==> config.mk <==
export PLATFORM = sky130hd
export DESIGN_NAME = rect_blitter
export DESIGN_NICKNAME = d
export VERILOG_FILES = /design/src/rtl/rect_blitter.sv
export SDC_FILE = /design/constraint.sdc
export NUM_CORES = 1
export LEC_CHECK = 0
export CAP_MARGIN = 20
export CORE_ASPECT_RATIO = 1.2
export CORE_MARGIN = 5
export CORE_UTILIZATION = 40
export DETAILED_ROUTE_END_ITERATION = 16
export GPL_TIMING_DRIVEN = 0
export SYNTH_ARGS = -nofsm -noshare
export SYNTH_HDL_FRONTEND = slang
export SYNTH_SLANG_ARGS = --single-unit
==> constraint.sdc <==
create_clock -name clk -period 4 [get_ports clk]
set_input_delay 0.6 -clock clk [delete_from_list [all_inputs] [get_ports clk]]
set_output_delay 0.6 -clock clk [all_outputs]
set_load 0.01 [all_outputs]
==> src/rtl/rect_blitter.sv <==
// Rectangle rasteriser: accepts one origin/size/colour request and emits one pixel per clock,
// row-major, on the adapter's x/y/colour/plot port. Define RECT_BLITTER_CLIP_EN to suppress off-screen pixels.
module rect_blitter #(
    parameter int X_W      = 8,
    parameter int Y_W      = 7,
    parameter int COLOUR_W = 3,
    parameter int SIZE_W   = 4,
    parameter int H_RES    = 160,
    parameter int V_RES    = 120
) (
    input  logic                clk,
    input  logic                resetn,
    input  logic                req_valid,
    output logic                req_ready,
    input  logic [X_W-1:0]      req_x,
    input  logic [Y_W-1:0]      req_y,
    input  logic [SIZE_W-1:0]   req_w_m1,
    input  logic [SIZE_W-1:0]   req_h_m1,
    input  logic [COLOUR_W-1:0] req_colour,
    output logic [X_W-1:0]      x,
    output logic [Y_W-1:0]      y,
    output logic [COLOUR_W-1:0] colour,
    output logic                plot,
    output logic                busy,
    output logic                done
);

    typedef enum logic [1:0] {ST_IDLE, ST_RUN, ST_DONE} state_t;

    state_t              state_q, state_d;
    logic [X_W-1:0]      base_x_q, base_x_d;
    logic [Y_W-1:0]      base_y_q, base_y_d;
    logic [SIZE_W-1:0]   w_m1_q, w_m1_d;
    logic [SIZE_W-1:0]   h_m1_q, h_m1_d;
    logic [COLOUR_W-1:0] fill_q, fill_d;
    logic [SIZE_W-1:0]   cx_q, cx_d;
    logic [SIZE_W-1:0]   cy_q, cy_d;
    logic [X_W-1:0]      x_q, x_d;
    logic [Y_W-1:0]      y_q, y_d;
    logic [COLOUR_W-1:0] colour_q, colour_d;
    logic                plot_q, plot_d;
    logic                done_q, done_d;

    // Pixel about to be registered onto the adapter port this edge.
    logic                pix_en;
    logic [X_W-1:0]      pix_base_x;
    logic [Y_W-1:0]      pix_base_y;
    logic [SIZE_W-1:0]   pix_cx;
    logic [SIZE_W-1:0]   pix_cy;
    logic [COLOUR_W-1:0] pix_colour;
    logic [X_W-1:0]      pix_x;
    logic [Y_W-1:0]      pix_y;
    logic                pix_vis;

    if (H_RES < 1 || V_RES < 1) begin : g_res_check
        $error("rect_blitter: H_RES and V_RES must be positive");
    end

    always_comb begin
        state_d    = state_q;
        base_x_d   = base_x_q;
        base_y_d   = base_y_q;
        w_m1_d     = w_m1_q;
        h_m1_d     = h_m1_q;
        fill_d     = fill_q;
        cx_d       = cx_q;
        cy_d       = cy_q;
        done_d     = 1'b0;
        pix_en     = 1'b0;
        pix_base_x = base_x_q;
        pix_base_y = base_y_q;
        pix_cx     = cx_q;
        pix_cy     = cy_q;
        pix_colour = fill_q;
        unique case (state_q)
            ST_IDLE: begin
                // The first pixel goes out straight from the request so it appears the cycle after accept.
                if (req_valid) begin
                    state_d    = ST_RUN;
                    base_x_d   = req_x;
                    base_y_d   = req_y;
                    w_m1_d     = req_w_m1;
                    h_m1_d     = req_h_m1;
                    fill_d     = req_colour;
                    cx_d       = '0;
                    cy_d       = '0;
                    pix_en     = 1'b1;
                    pix_base_x = req_x;
                    pix_base_y = req_y;
                    pix_cx     = '0;
                    pix_cy     = '0;
                    pix_colour = req_colour;
                end
            end
            ST_RUN: begin
                if (cx_q == w_m1_q && cy_q == h_m1_q) begin
                    state_d = ST_DONE;
                    done_d  = 1'b1;
                end else begin
                    if (cx_q == w_m1_q) begin
                        cx_d = '0;
                        cy_d = cy_q + 1'b1;
                    end else begin
                        cx_d = cx_q + 1'b1;
                    end
                    pix_en = 1'b1;
                    pix_cx = cx_d;
                    pix_cy = cy_d;
                end
            end
            ST_DONE: state_d = ST_IDLE;
            default: state_d = ST_IDLE;
        endcase
    end

`ifdef RECT_BLITTER_CLIP_EN
    localparam logic [X_W:0] H_LIM = (X_W+1)'(H_RES);
    localparam logic [Y_W:0] V_LIM = (Y_W+1)'(V_RES);
    logic [X_W:0] sum_x;
    logic [Y_W:0] sum_y;
    // One extra bit so a sum past the port width counts as off-screen instead of wrapping.
    assign sum_x   = {1'b0, pix_base_x} + (X_W+1)'(pix_cx);
    assign sum_y   = {1'b0, pix_base_y} + (Y_W+1)'(pix_cy);
    assign pix_x   = sum_x[X_W-1:0];
    assign pix_y   = sum_y[Y_W-1:0];
    assign pix_vis = (sum_x < H_LIM) && (sum_y < V_LIM);
`else
    assign pix_x   = pix_base_x + X_W'(pix_cx);
    assign pix_y   = pix_base_y + Y_W'(pix_cy);
    assign pix_vis = 1'b1;
`endif

    always_comb begin
        x_d      = x_q;
        y_d      = y_q;
        colour_d = colour_q;
        plot_d   = 1'b0;
        if (pix_en) begin
            x_d      = pix_x;
            y_d      = pix_y;
            colour_d = pix_colour;
            plot_d   = pix_vis;
        end
    end

    always_ff @(posedge clk or negedge resetn) begin
        if (!resetn) begin
            state_q  <= ST_IDLE;
            base_x_q <= '0;
            base_y_q <= '0;
            w_m1_q   <= '0;
            h_m1_q   <= '0;
            fill_q   <= '0;
            cx_q     <= '0;
            cy_q     <= '0;
            x_q      <= '0;
            y_q      <= '0;
            colour_q <= '0;
            plot_q   <= 1'b0;
            done_q   <= 1'b0;
        end else begin
            state_q  <= state_d;
            base_x_q <= base_x_d;
            base_y_q <= base_y_d;
            w_m1_q   <= w_m1_d;
            h_m1_q   <= h_m1_d;
            fill_q   <= fill_d;
            cx_q     <= cx_d;
            cy_q     <= cy_d;
            x_q      <= x_d;
            y_q      <= y_d;
            colour_q <= colour_d;
            plot_q   <= plot_d;
            done_q   <= done_d;
        end
    end

    assign req_ready = (state_q == ST_IDLE);
    assign busy      = (state_q == ST_RUN);
    assign x         = x_q;
    assign y         = y_q;
    assign colour    = colour_q;
    assign plot      = plot_q;
    assign done      = done_q;

endmodule

== Yosys cells after proc, flatten, opt, wreduce, memory -nomap -nowiden ==
Index checks and enable logic that the tools add are counted.

* Bits in registers: 56
* Bits of input ports: 29
* Output and inout port bits: 22
* Word-level logic and storage cells: 49

* Add/subtract/negate cells: 4
* Equal/unequal tests: 5
* Multiplexer cells: 23
* Reduce and logical (&&, ||, !) cells: 4

{| class="wikitable"
|+ Operators by type and width
! kind !! count
|-
| 4-bit 2-to-1 mux || 6
|-
| 8-bit 2-to-1 mux || 2
|-
| 4-bit case mux with 2 select lines || 2
|-
| 7-bit 2-to-1 mux || 2
|-
| 4-bit by 1-bit adder with 4-bit output, second input constant || 2
|-
| 8-bit by 4-bit adder with 8-bit output || 1
|-
| 4-bit equality test || 2
|-
| 7-bit by 4-bit adder with 7-bit output || 1
|-
| 3-bit 2-to-1 mux || 2
|-
| 1-bit 2-to-1 mux || 5
|-
| 2-bit 2-to-1 mux || 2
|-
| 2-bit case mux with 2 select lines || 1
|-
| 2-bit AND reduction || 2
|-
| 2-bit by 1-bit equality test with 1-bit output, second input constant || 1
|-
| 2-bit logical NOT || 1
|-
| 2-bit by 1-bit inequality test with 1-bit output, second input constant || 1
|-
| 2-bit inequality test, second input constant || 1
|-
| 1-bit case mux with 2 select lines || 1
|-
| 1-bit logical AND || 1
|}

== Logic depth before layout (Yosys ltp) ==
* Word-level depth: 5
* Mapped depth: 13

== Worst setup path before layout ==
OpenSTA, ideal clock, no wires.

* Path type: flip-flop to flip-flop
* From: register cx_q[1]
* To: register y_q[6], in the netlist y[6]
* Data arrival time: 2.872 ns
* Required time: 3.917 ns
* Path slack: 1.045 ns
* Stages on the path, launching flop included: 13
* Path buffers: 0
* Period minus slack after synthesis: 2.955 ns
* Cell sequence: dfrtp_1 -> xor2_1 -> nor4_4 -> nand2b_1 -> a21o_1 -> mux2_2 -> ha_1 -> fa_1 -> a211o_1 -> o2111ai_1 -> xnor2_1 -> mux2i_1 -> o21ai_0

* Word-level cells in the longest chain between the ends: 5
* Elaborated cells between the ends (all ways): 8
* Those cells by class: add/sub (1); eq/ne (1); mux (5); reduce/logical (1)

{| class="wikitable"
|+ RTL lines
! what !! RTL line !! text
|-
| from (decl) || 36 || <nowiki>logic [SIZE_W-1:0] cx_q, cx_d;</nowiki>
|-
| from (signal assigned) || 154 || <nowiki>cx_q <= '0;</nowiki>
|-
| from (signal assigned) || 168 || <nowiki>cx_q <= cx_d;</nowiki>
|-
| 4-bit equality test (*) || 100 || <nowiki>if (cx_q == w_m1_q) begin</nowiki>
|-
| 4-bit 2-to-1 mux / 1-bit logical AND (equally long branches) || 100, 96 ||
|-
| 4-bit 2-to-1 mux (*) || - ||
|-
| 4-bit case mux with 2 select lines (*) || - ||
|-
| via cy_d[0] || 37 || <nowiki>logic [SIZE_W-1:0] cy_q, cy_d;</nowiki>
|-
| 7-bit by 4-bit adder with 7-bit output (*) || 129 || <nowiki>assign pix_y = pix_base_y + Y_W'(pix_cy);</nowiki>
|-
| to (signal assigned) || 171 || <nowiki>y_q <= y_d;</nowiki>
|-
| to (decl) || 39 || <nowiki>logic [Y_W-1:0] y_q, y_d;</nowiki>
|}

Mark *: on every way through the listed nets, which the timed path passes. The rest lies on a longest branch.
A chain may end at the register's enable or synchronous reset.

== Final worst setup path ==
* From: input port req_valid
* To: register x_q[5], in the netlist x[5]

* Word-level cells in the longest chain between the ends: 3
* Elaborated cells between the ends (all ways): 7
* Those cells by class: add/sub (1); mux (6)

{| class="wikitable"
|+ RTL lines
! what !! RTL line !! text
|-
| from (decl) || 13 || <nowiki>input logic req_valid,</nowiki>
|-
| 4-bit 2-to-1 mux / 8-bit 2-to-1 mux (equally long branches) || - ||
|-
| 4-bit case mux with 2 select lines / 8-bit 2-to-1 mux (equally long branches) || 75 || <nowiki>unique case (state_q)</nowiki>
|-
| 8-bit by 4-bit adder with 8-bit output || 128 || <nowiki>assign pix_x = pix_base_x + X_W'(pix_cx);</nowiki>
|-
| to (signal assigned) || 156 || <nowiki>x_q <= '0;</nowiki>
|-
| to (signal assigned) || 170 || <nowiki>x_q <= x_d;</nowiki>
|-
| to (decl) || 38 || <nowiki>logic [X_W-1:0] x_q, x_d;</nowiki>
|}

Parallel ways exist; a longest one is shown, timed or not.

==> impl_metrics.yaml <==
layout:
  drive_above_1_share: 0.0590
  num_antenna_cells: 0
  stdcell_count: 424
  fin_nets: 379
  syn_to_final_growth_pct: 26.3
  fill_cells: 615
routing:
  ant_nets: 0
  wire_per_inst_um: 14.2
  drc: 0
  post_drt_via_cell_ratio: 4.89
  vias: 2074
  firstDrtPassIters: 4
  drt_iter0_drc: 92
  drt_wl_total_um: 6020
sta:
  slew_headroom: 0.650
  grt_setup_unrepaired: "false"
  post-route-period-util: 0.853
  worstMarginPinSlew_ps: 525
  holdWs_ps: 236
  slew_violations: 0
  tns_ps: 0
  finalSetupViolCount: 0
  min_period_ps: 3410
  fmax_mhz: 293
  finalHoldViolCount: 0
  finClkSkew_ps: 9.67
clocking:
  cts_sinks: 56
  clock_path_buffers: 2
  root_buffer: "clkbuf_8"
  clk_pin_slew_worst_paths_ps: 90
  cts_made_buffers: 5
  ctsHoldBuffers: 0
  clock_latency_ps: 310
  post_cts.repair.setup_buffers: 0
  cts_resized: 0
  htreeDepth: 2
  tritoncts: "yes"
die:
  core_region_area_um2: 6530
  fp.dieW_um: 85.2
  die_area_um2: 8530
  die_y_um: 100
  initial_core_util: 0.415
  rows: 32
  ios: 51
flow_run:
  drv_cap: 0
logic_synthesis:
  synth_top_family_by_area: "simple AND/OR/NAND/NOR gates"
  netlist_instances: 280
  synthSimpleGateAreaFrac: 0.204
  synth_warnings: 0
  synth-edff-count: 0
  syn-cell-area_um2: 2710
  synth-adder-area-share: 0.0609
  syn_nets: 321
  synth-compound-area-share: 0.101
  ys_ff_latch: 56
  synth.avg_cell_area_um2: 9.68
  ys.flop_type: "dfrtp_1"
  seq_area_frac_synth: 0.517
  synth.area.mux_share: 0.0305
  async_reset_ff_frac: 1.00
  synth_xor_area_frac: 0.0614
  yosysUniqueCellTypes: 41
power_and_ir_drop:
  ir_drop_mv: 0.364
  p_sw_mw: 1.20
  seqPwrFrac: 0.342
  p_sw_frac: 0.409
  power_leakage_nw: 1.65
  clock_power_share: 0.108
  p_per_area_nw_per_um2: 857
  pwr-share-comb: 0.550
  internal_power_mw: 1.73
grt:
  antenna_found_initial: 0
  met3_usage: 0.0263
  use_met1: 0.199
  grt_overflow: 0
  first_global_vias: 2149
  grt_usage: 0.153
  top_usage_layer: "met2"
  grt_pass1_wl_um: 10400
  grt_use_met2: 0.254
  grt_max_degree: 39
worst_setup_path:
  crit_fanout: 10
  start_kind: "primary input"
  path_class: "primary input to flop"
  worstPathArrival_ps: 3590
  cp-end-kind: "flop"
  required_ps: 4180
placement:
  hpwl_um: 4390
  portBuffers: 50
  globalplace.congestion: 0.836
  dp.cells: 416
run_status:
  status: "completed"
worst_hold_path:
  hold_path.class: "primary input to async pin"
-- synth_stat cells, types with 2 or more instances --
cell type	n	area share
dfrtp_1	56	0.52
o211ai_1	2	0.0055
o31ai_1	2	0.0055
o21ai_0	10	0.018
nand4_1	3	0.0069
inv_1	7	0.0097
nand2_1	105	0.15
nand2b_1	4	0.0092
a21oi_1	7	0.013
xor2_1	13	0.042
buf_2	5	0.0092
ha_1	10	0.046
buf_1	3	0.0042
a211oi_1	2	0.0055
xnor2_1	6	0.019
and3_1	3	0.0069
o21bai_1	3	0.0083
nor2_1	4	0.0055
fa_1	2	0.015
a211o_1	2	0.0065
a21o_1	4	0.011
mux2i_1	6	0.022
mux2_2	2	0.0083
o2111ai_1	2	0.0065
-- routing by layer --
| layer | share of wire | wire (um) |
|---|---|---|
| met5 | 0 | 0 |
| met4 | 0.017 | 102 |
| met3 | 0.031 | 186 |
| met2 | 0.49 | 2930 |
| met1 | 0.46 | 2800 |
-- final timing paths --
kind	startpoint	end	cells after the start	slack (ps)
max	req_valid	x[5]$_DFFE_PN0P_	12	590
min	resetn	x[4]$_DFFE_PN0P_	1	240
max reg2reg	cx_q[1]$_DFF_PN0_	y[6]$_DFFE_PN0P_	12	720
min reg2reg	fill_q[2]$_DFF_PN0_	fill_q[2]$_DFF_PN0_	2	480
max in group asynchronous	resetn	w_m1_q[3]$_DFFE_PN0P_	2	3200
min in group clk	fill_q[2]$_DFF_PN0_	fill_q[2]$_DFF_PN0_	2	480
-- placed cells by master (no fill, tap or decap), drive strengths merged, types with 2 or more instances in the layout --
cell,synthesis,final
clkdlybuf4s50,0,49
xor2,13,13
xnor2,6,6
dfrtp,56,56
o211ai,2,2
a211oi,2,2
o21ai,11,11
inv,8,8
and3,3,3
nand2,105,105
a211o,2,2
clkbuf,1,9
buf,8,10
mux2,2,2
o2111ai,2,2
fa,2,2
nor2,4,4
mux2i,6,6
nor4,3,3
nand2b,4,4
ha,10,10
o21bai,3,3
nand4,3,3
a21o,4,4
a21oi,7,7
o31ai,2,2
nor3b,2,2
-- worst max-delay path, cell delays in order --
cell and delay [ps]:
clkdlybuf4s50_1 510, nor3b_1 180, buf_2 280, buf_1 450, mux2i_1 360, inv_1 100
ha_1 310, a211oi_1 240, nor2_1 130, o21bai_1 170, xor2_1 160, o21ai_0 110
-- metrics by stage --
stage / util / cell area, um^2 / setup slack, ps / total power, mW
5_1_grt: 0.525 / 3420 / 305 / 3.22
4_1_cts: 0.525 / 3420 / 495 / 2.98
3_5_place_dp: 0.511 / 3330 / 175 / 2.64
6_report: 0.525 / 3420 / 589 / 2.93
3_3_place_gp: 0.508 / 3320 / 200 / 2.61
2_1_floorplan: - / 2710 / 1050 / 2.11
-- registers in the layout, indices dropped and copies added (netlist names) --
signal,flops
base_x_q,8
x,8
base_y_q,7
y,7
cx_q,4
cy_q,4
h_m1_q,4
w_m1_q,4
colour,3
fill_q,3
state_q,2
done,1
plot,1
-- power groups by stage --
stage / Combinational, mW / Sequential (mW) / Clock [mW]
after detailed placement: 1.63 / 1.02 / 0
after floorplan: 1.08 / 1.03 / 0
final: 1.61 / 1.00 / 0.316
after global routing: 1.82 / 1.04 / 0.355
after CTS: 1.64 / 1.01 / 0.330
after global placement: 1.60 / 1.01 / 0
-- layout make-up --
type                            instances  area (um^2)  share of cell area
Buffer                                  9         40.0              0.0117
Clock buffer                            8         90.1              0.0263
Inverter                                8         30.0             0.00877
Multi-Input combinational cell        207         1240               0.362
Sequential cell                        56         1400               0.409
Tap cell                               85          106              0.0311
Timing Repair Buffer                   51          515               0.151
-- cell families after synthesis --
group / count (synthesis)
simple gates: 127
xor+xnor: 19
compound gates: 41
mux: 8
buf+inv: 17
flops: 56
fa+ha+maj: 12
No activity file was read; power rests on OpenSTA's default activity.
